File: src/rtl/div_tick_pkg.sv
// Shared types and constants for the divided-clock tick timer.
package div_tick_pkg;
  typedef enum logic {ST_IDLE, ST_RUN} state_t;

  localparam int CNT_W_DEF   = 8;
  localparam int SYNC_STAGES = 2;
endpackage

File: src/rtl/div_edge_det.sv
// Rising-edge detector on the divider level; one-cycle tick per rising edge.
// Optional input synchronizer enabled by SYNC_IN_EN.
module div_edge_det
  import div_tick_pkg::*;
(
  input  logic clk,
  input  logic reset,
  input  logic div_in,
  output logic tick
);
  logic div_s;
  logic div_q;

`ifdef SYNC_IN_EN
  logic [SYNC_STAGES-1:0] sync_q;

  // Flops reset high so a level already high at release does not look like an edge.
  always_ff @(posedge clk or negedge reset) begin
    if (!reset) sync_q <= '1;
    else        sync_q <= {sync_q[SYNC_STAGES-2:0], div_in};
  end
  assign div_s = sync_q[SYNC_STAGES-1];
`else
  assign div_s = div_in;
`endif

  always_ff @(posedge clk or negedge reset) begin
    if (!reset) begin
      div_q <= 1'b1;
      tick  <= 1'b0;
    end else begin
      div_q <= div_s;
      tick  <= div_s & ~div_q;
    end
  end
endmodule

File: src/rtl/div_tick_timer.sv
// Tick-driven down-counter with one-shot/periodic modes, expire pulse and sticky irq.
// Define SYNC_IN_EN to synchronize an asynchronous div_in source.
module div_tick_timer
  import div_tick_pkg::*;
#(
  parameter int CNT_W = CNT_W_DEF
) (
  input  logic             clk,
  input  logic             reset,
  input  logic             div_in,
  input  logic             start,
  input  logic             stop,
  input  logic             oneshot,
  input  logic             hold,
  input  logic [CNT_W-1:0] period,
  input  logic             irq_ack,
  output logic             tick,
  output logic             busy,
  output logic             expire,
  output logic             irq,
  output logic [CNT_W-1:0] count
);
  state_t           state, state_nxt;
  logic [CNT_W-1:0] count_nxt;
  logic [CNT_W-1:0] period_l, period_l_nxt;
  logic             oneshot_l, oneshot_l_nxt;
  logic             expire_nxt;
  logic             start_ok;

  div_edge_det u_edge (
    .clk    (clk),
    .reset  (reset),
    .div_in (div_in),
    .tick   (tick)
  );

  assign busy = (state == ST_RUN);

  always_comb begin
    state_nxt     = state;
    count_nxt     = count;
    period_l_nxt  = period_l;
    oneshot_l_nxt = oneshot_l;
    expire_nxt    = 1'b0;
    start_ok      = start && (period != '0);
    case (state)
      ST_IDLE: begin
        if (start_ok && !stop) begin
          state_nxt     = ST_RUN;
          count_nxt     = period;
          period_l_nxt  = period;
          oneshot_l_nxt = oneshot;
        end
      end
      ST_RUN: begin
        // A restart with a zero period behaves like stop.
        if (stop || (start && !start_ok)) begin
          state_nxt = ST_IDLE;
          count_nxt = '0;
        end else if (start) begin
          count_nxt     = period;
          period_l_nxt  = period;
          oneshot_l_nxt = oneshot;
        end else if (tick && !hold) begin
          if (count > CNT_W'(1)) begin
            count_nxt = count - CNT_W'(1);
          end else begin
            expire_nxt = 1'b1;
            if (oneshot_l) begin
              state_nxt = ST_IDLE;
              count_nxt = '0;
            end else begin
              count_nxt = period_l;
            end
          end
        end
      end
      default: state_nxt = ST_IDLE;
    endcase
  end

  always_ff @(posedge clk or negedge reset) begin
    if (!reset) begin
      state     <= ST_IDLE;
      count     <= '0;
      period_l  <= '0;
      oneshot_l <= 1'b0;
      expire    <= 1'b0;
      irq       <= 1'b0;
    end else begin
      state     <= state_nxt;
      count     <= count_nxt;
      period_l  <= period_l_nxt;
      oneshot_l <= oneshot_l_nxt;
      expire    <= expire_nxt;
      // A new expiry beats a simultaneous acknowledge.
      irq       <= expire_nxt | (irq & ~irq_ack);
    end
  end
endmodule
File: config.mk
export PLATFORM = sky130hd
export DESIGN_NAME = div_tick_timer
export DESIGN_NICKNAME = d
export VERILOG_FILES = /design/src/rtl/div_tick_pkg.sv /design/src/rtl/div_edge_det.sv /design/src/rtl/div_tick_timer.sv
export SDC_FILE = /design/constraint.sdc
export NUM_CORES = 1
export LEC_CHECK = 0
export BUFFER_PORTS_ARGS = -buffer_cell sky130_fd_sc_hd__buf_2
export CORE_UTILIZATION = 54
export DETAILED_ROUTE_END_ITERATION = 7
export PLACE_DENSITY = 0.88
export SLEW_MARGIN = 20
export SYNTH_ARGS = -nofsm -noshare
export SYNTH_HDL_FRONTEND = slang
export SYNTH_HIERARCHICAL = 1
export SYNTH_SLANG_ARGS = --single-unit
File: constraint.sdc
create_clock -name clk -period 5.27 [get_ports clk]
set_clock_uncertainty 0.05 [all_clocks]
set_input_delay 1.054 -clock clk [delete_from_list [all_inputs] [get_ports clk]]
set_output_delay 1.054 -clock clk [all_outputs]
set_load 0.01 [all_outputs]
# == Word level (Yosys, flattened, before mapping) ==
# Cells that the tools add are included.
# Widths: inputs -> output; s select.
# classes
eq_ne,4
reduce_logical,11
n_bitwise,6
n_addsub,1
n_lt_le_gt_ge,1
n_mux,26
# ops
cell,count
$mux 8,8
$pmux 8 s2,2
$mux 1,14
$gt 8x1->1 const B,1
$reduce_bool 8->1,1
$sub 8x1->8 const B,1
$ne 2x2->1 const B,3
$logic_and 1x1->1,4
$ne 4x2->1 const B,1
$pmux 1 s2,2
$logic_not 1->1,3
$not 1->1,3
$reduce_and 3->1,1
$and 1x1->1,2
$reduce_and 2->1,1
$logic_or 1x1->1,1
$or 1x1->1,1
# word_totals
regBits,22
in_bits,16

# == Depth between registers and ports, before layout ==
# Gate-level depths: netlist (run 1).
# logic_depth
ltp_word,8
depth_mapped,7
depth_no_buf,6

# == Modules after synthesis ==
# The synthesis (run 1) kept the hierarchy.
# modules_own_cells
mod,area_per_inst_um2,instances,cells_per_inst
div_tick_timer,1330.0,1,154
div_edge_det,65.1,1,3

# == Worst setup path before layout (run 1) ==
# No wires, ideal clock.
# synth_timing
kind,input to register
startpoint,input period[6]
endpoint,register count[7]
t_arrival_ns,2.145
stages,5
slack_ns,2.989
setup_time_ns,0.086
path_cell_list,nor4_1 a21o_1 clkbuf_1 nand3_1 o221ai_2
# synth_between
elab_chain_cells,7
elab_cells_between_ends,11
# synth_rtl
item,line_no,rtl
start: declaration,div_tick_timer.sv:15,"input logic [CNT_W-1:0] period,"
$reduce_bool 8->1 (*),div_tick_timer.sv:45,start_ok = start && (period != '0);
$logic_and 1x1->1 (*),div_tick_timer.sv:45,
$logic_not 1->1,div_tick_timer.sv:57,if (stop || (start && !start_ok)) begin
$logic_and 1x1->1,div_tick_timer.sv:57,
$logic_or 1x1->1,div_tick_timer.sv:57,
$ne 4x2->1 (no source line) or $mux 8 (tied branches),--,
$reduce_and 2->1 (no source line) or $pmux 8 s2 (tied branches),--,
end signal: assignment,div_tick_timer.sv:92,count <= count_nxt;
end: declaration,div_tick_timer.sv:21,output logic [CNT_W-1:0] count
# Every way passes the cells marked *; elsewhere a longest branch is shown, timed or not.
# A chain may end at the register's enable or synchronous reset.

# == Final worst setup path (run 1) ==
# layout_timing
startpoint,input period[6]
endpoint,register count[6]
# layout_between
elab_chain_cells,7
elab_cells_between_ends,13
# layout_rtl
item,line_no
$reduce_bool 8->1,div_tick_timer.sv:45
$logic_and 1x1->1,div_tick_timer.sv:45
$logic_not 1->1,div_tick_timer.sv:57
$logic_and 1x1->1,div_tick_timer.sv:57
$logic_or 1x1->1,div_tick_timer.sv:57
$ne 4x2->1 (no source line) or $mux 8 (tied branches),--
$reduce_and 2->1 (no source line) or $pmux 8 s2 (tied branches),--
# Several ways; a longest one is shown, not always the timed one. The select of a mux whose other input is x is not followed.

==> results of run 1 <==
cells in the mapped netlist, drive strengths merged (2+ instances only):
cell type  instances  share of area (%)
a41oi              2                1.3
and2               7                3.1
inv                4                1.1
o221ai             4                3.4
nor2b              7                3.7
or2                2               0.90
and3               2               0.90
dfrtp             21                 38
o22ai              2               0.90
clkbuf             4                1.1
o21ai              7                2.5
or3                2               0.90
nand3              6                2.2
nand2             27                7.3
or4                2                1.6
a21o               2                1.1
nand2b             9                4.0
o31ai              3                1.6
ha                 2                1.8
nor3b              2                1.1
a221oi             2                1.3
nor4               8                4.0
a21boi             2                1.1
a31oi              5                2.2
nor2               6                1.6
routing by layer:
metal  wire length [um]  global-route usage (%)
met5                  0                       0
met4                 40                    11.4
met3                258                    3.48
met2               1660                    42.6
met1               1380                    37.1
how the worst min path moves through the flow:
stage / startpoint / to / slack (ns) / depth (start not counted)
after CTS: period_l[5]$_DFFE_PN0P_ / period_l[5]$_DFFE_PN0P_ / 0.44 / 2
final: period_l[5]$_DFFE_PN0P_ / period_l[5]$_DFFE_PN0P_ / 0.43 / 2
after global placement: irq$_DFF_PN0_ / irq$_DFF_PN0_ / 0.40 / 1
after detailed placement: period_l[5]$_DFFE_PN0P_ / period_l[5]$_DFFE_PN0P_ / 0.41 / 2
after global routing: period_l[5]$_DFFE_PN0P_ / period_l[5]$_DFFE_PN0P_ / 0.46 / 2
after floorplan: period_l[3]$_DFFE_PN0P_ / period_l[3]$_DFFE_PN0P_ / 0.39 / 2
worst max-delay path, cell delays in order:
cell      delay (ns)
buf_2           0.13
nor4_1          0.44
a21o_1          0.50
and2_1          0.31
o221ai_1        0.14
flip-flops by register name, summed over array words and instances, names as in the netlist:
signal / count
count: 8
period_l: 8
busy: 1
expire: 1
irq: 1
oneshot_l: 1
u_edge/div_q: 1
u_edge/tick: 1
per-stage QoR:
| stage | std cells | util, % | hold slack, ns | area (sq um) | setup WS, ns |
|---|---|---|---|---|---|
| 2_1_floorplan | 157 | - | 0.388 | 1400 | 2.99 |
| 6_report | 213 | 65.2 | 0.434 | 1600 | 2.84 |
| 5_1_grt | 213 | 65.2 | 0.460 | 1600 | 2.72 |
| 4_1_cts | 213 | 65.2 | 0.438 | 1600 | 2.86 |
| 3_5_place_dp | 209 | 63.0 | 0.409 | 1550 | 2.55 |
| 3_3_place_gp | 209 | 63.0 | 0.403 | 1550 | 2.68 |
logic make-up (layout without fill, tap and decap cells):
logic type,after synthesis,after routing,share of synthesized area (%)
simple gates,83,83,33.4
flops,22,22,39.6
buf+inv,9,35,2.51
xor+xnor,2,2,1.26
fa+ha+maj,2,2,1.79
compound gates,39,39,21.5
final cells by class:
class	instances	area, sq um	area share, %
clock buffer	3	22.5	1.41
clock inverter	1	30.0	1.88
inverter	4	15.0	0.938
multi-input combinational	126	808	50.5
sequential	22	552	34.5
tap	30	37.5	2.35
timing repair buffer	27	135	8.44
power by group:
group          switching [uW]  internal, uW
Sequential               27.6           188
Clock                    52.9          77.0
Combinational            77.4          55.9
==> out/qor.yml, run 1 <==
ys_warn_count: 6
cts_made_buffers: 3
ctsHoldBuffers: 0
powerDensity_mw_per_mm2: 299
cts_tree: "done"
via_count: 1373
r2r_slack_ns: 3.22
post_cts.repair.setup_buffers: 0
hpwl_mm: 2.52
drv_slew: 0
cp_max_fo: 16
io_buffer_count: 27
worst_r2r_path_depth: 6
min-delay-path-class: "flip-flop to flip-flop"
drive_gt1_share_pct: 22.4
die_w_um: 52.8
cts_resized: 0
grt_pass1_wl_mm: 5.45
synth_cells: 157
num-nets-final: 202
fmax_mhz: 411
grt_max_degree: 23
drv_cap: 0
crit_start: "period[6]"
start_util_pct: 56.8
synth-async-reset-ratio_pct: 100
antenna_found_initial: 0
gp_congestion: 0.900
seq_area_frac_synth_pct: 39.6
cts_root_buf: "clkbuf_4"
rr_startpoint: "count[0]$_DFFE_PN0P_"
relSlewSlack_pct: 38.7
syn_nets: 175
yosys.cell_types.count: 45
worst_pin_slew_ns: 0.912
outcome: "finished clean"
cp_data_required_time_ns: 5.41
clock_path_buffers: 2
wire_per_inst_um: 15.7
totalPowerFinal_uw: 479
clk_latency_ns: 0.32
end_kind: "flip-flop"
via_per_inst: 6.45
grt_pass1_vias: 1197
start_kind: "input pin"
areaGrowthSynthToFinish_pct: 14.7
dieArea_sq_mm: 0.00279
die_y_um: 52.8
wl_mm: 3.34
rows: 18
layout_common_cells: "nand2_1, buf_2, dfrtp_1, nand2b_1"
fin_setup_tns_ns: 0
ant_nets: 0
route.detailed.drc: 0
grt_usage_pct: 27.1
fin_crit_sh_pct: 46.2
synth-edff-count: 0
crit_arrival_ns: 2.57
diodes: 0
yosys_most_used_dff: "dfrtp_1"
ys_ff_latch: 22
dr.pass1.iters: 5
timing.final.hold_violations: 0
rr_endpoint: "count[7]$_DFFE_PN0P_"
rsz0062_at_grt: "false"
worstSetupPathType: "input pin to flip-flop"
clock_sinks: 22
p_leak_uw: 0.000741
grt_overflow: 0
clk_pin_slew_ns: 0.12
htree_levels: 1
setup.worst_path.end: "count[6]$_DFFE_PN0P_"
fillCellCount: 194
ir_drop_mv: 0.279
syn_area_sq_mm: 0.00140
first_iter_violations: 62
core-area_sq_mm: 0.00245
setup_viol: 0
fin_crit_ns: 2.43
avgSynthCellArea_sq_um: 8.89
io_pins: 28
No activity file was read; power rests on OpenSTA's default activity.
==> inputs of run 2 (changes only) <==
==> constraint.sdc (replaced) <==
create_clock -name clk -period 2.5 [get_ports clk]
set_clock_uncertainty 0.05 [all_clocks]
set_input_delay 0.5 -clock clk [delete_from_list [all_inputs] [get_ports clk]]
set_output_delay 0.5 -clock clk [all_outputs]
set_load 0.01 [all_outputs]
==> run 2 against run 1 <==
Net effect: final cell count grew 0.94%; via count shrank 1.5%; wire length grew 4.0%; die area is the same; power grew 110%; critical path type is now flip-flop to flip-flop; non-clock buffer count grew 2; sequential power grew 110%; setup slack lost 2.3 ns; first-iteration DRC count grew 37%.
==> out/qor.yml, run 2 (synthesis gave the netlist of run 1 again) <==
largestRegisters: "count: 8 flops, period_l: 8 flops"
finalNonFillerCells: 215
htree_levels: 1
cpPeakStageDelay_ns: 0.45
timing.final.hold_violations: 0
crit_chain: "inv_1 -> ha_1 -> or2_1 -> a2111o_1 -> and3_1 -> o221ai_2"
route.detailed.drc: 0
fin_crit_ns: 1.99
cts_root_buf: "clkbuf_4"
min-delay-path-class: "input pin to asynchronous set/reset pin"
setup_viol: 0
grt_pass1_wl_mm: 5.98
end_kind: "flip-flop"
fin_crit_sh_pct: 79.5
rsz0062_at_grt: "false"
cts_made_buffers: 3
worstSetupPathType: "flip-flop to flip-flop"
fin_setup_tns_ns: 0
num-nets-final: 204
start_util_pct: 56.8
hpwl_mm: 2.53
clk_latency_ns: 0.31
gp_congestion: 0.932
worst_pin_slew_ns: 0.716
cp_data_required_time_ns: 2.68
fmax_mhz: 503
ant_nets: 0
p_leak_uw: 0.000750
grt_pass1_vias: 1275
clock_path_buffers: 2
areaGrowthSynthToFinish_pct: 15.8
drv_cap: 0
crit_buf_inv: 1
cp_top_family: "compound AO/OA/AOI/OAI gates"
clk_pin_slew_ns: 0.13
first_iter_violations: 85
slowest_stage: "dfrtp_1"
powerDensity_mw_per_mm2: 629
drv_slew: 0
via_count: 1352
finalWorstSetupSlack_ns: 0.513
io_pins: 28
dieArea_sq_mm: 0.00279
die_y_um: 52.8
wire_per_inst_um: 16.2
grt_usage_pct: 28.9
drive_gt1_share_pct: 23.2
wl_mm: 3.47
rows: 18
dr.pass1.iters: 5
diodes: 0
cp_max_fo: 7
ctsHoldBuffers: 0
crit_arrival_ns: 2.17
antenna_found_initial: 0
grt_max_degree: 23
grt_overflow: 0
start_kind: "flip-flop"
die_w_um: 52.8
cts_resized: 0
dp.cells: 211
layout_common_cells: "nand2_1, buf_2, dfrtp_1, nand2b_1"
ir_drop_mv: 0.457
via_per_inst: 6.29
clock_sinks: 22
relSlewSlack_pct: 52.3
core-area_sq_mm: 0.00245
post_cts.repair.setup_buffers: 0
post-place-ws_ns: 0.375
cts_tree: "done"
outcome: "finished clean"
io_buffer_count: 27
## run 2: final timing paths
check / from / to / slack [ns] / cells after the start
worst min-delay path: reset / count[5]$_DFFE_PN0P_ / 0.08 / 1
worst max-delay path: count[0]$_DFFE_PN0P_ / count[7]$_DFFE_PN0P_ / 0.51 / 6
max in group asynchronous: reset / u_edge/div_q$_DFF_PN1_ / 1.96 / 1
worst max register to register: count[0]$_DFFE_PN0P_ / count[7]$_DFFE_PN0P_ / 0.51 / 6
min in group clk: div_in / u_edge/div_q$_DFF_PN1_ / 0.24 / 1
worst min register to register: irq$_DFF_PN0_ / irq$_DFF_PN0_ / 0.44 / 1
## run 2: area by class of cell
cell class | count | area (sq um)
clock buffer | 3 | 22.5
clock inverter | 1 | 30.0
timing repair buffer | 29 | 150
inverter | 4 | 15.0
tap | 30 | 37.5
multi-input combinational | 126 | 808
fill | 209 | 840
sequential | 22 | 552
## run 2: layer usage
metal  routed length [um]  GRT usage, %  part of all wire [%]  vias to the layer above
li1                     -             -                     -                      637
met1                 1470          40.8                    42                      638
met2                 1690          48.5                    49                       71
met3                  275          2.03                   7.9                        6
met4                   38          5.70                   1.1                        0
met5                    0             0                     0                        -
## run 2: metrics by stage
step	power (uW)	hold WS (ns)	utilization [%]	instance area [sq um]
after floorplan	641	0.154	-	1400
after global placement	726	0.403	63.7	1560
after detailed placement	740	0.412	63.7	1560
after CTS	1010	0.0946	65.8	1620
after global routing	1070	0.117	65.8	1620
final	1020	0.0830	65.8	1620
## run 2: where the power goes
group | total, uW | internal [uW] | switching [uW]
Clock | 273 | 162 | 111
Combinational | 287 | 120 | 167
Sequential | 456 | 397 | 58.5
Total | 1020 | 679 | 336
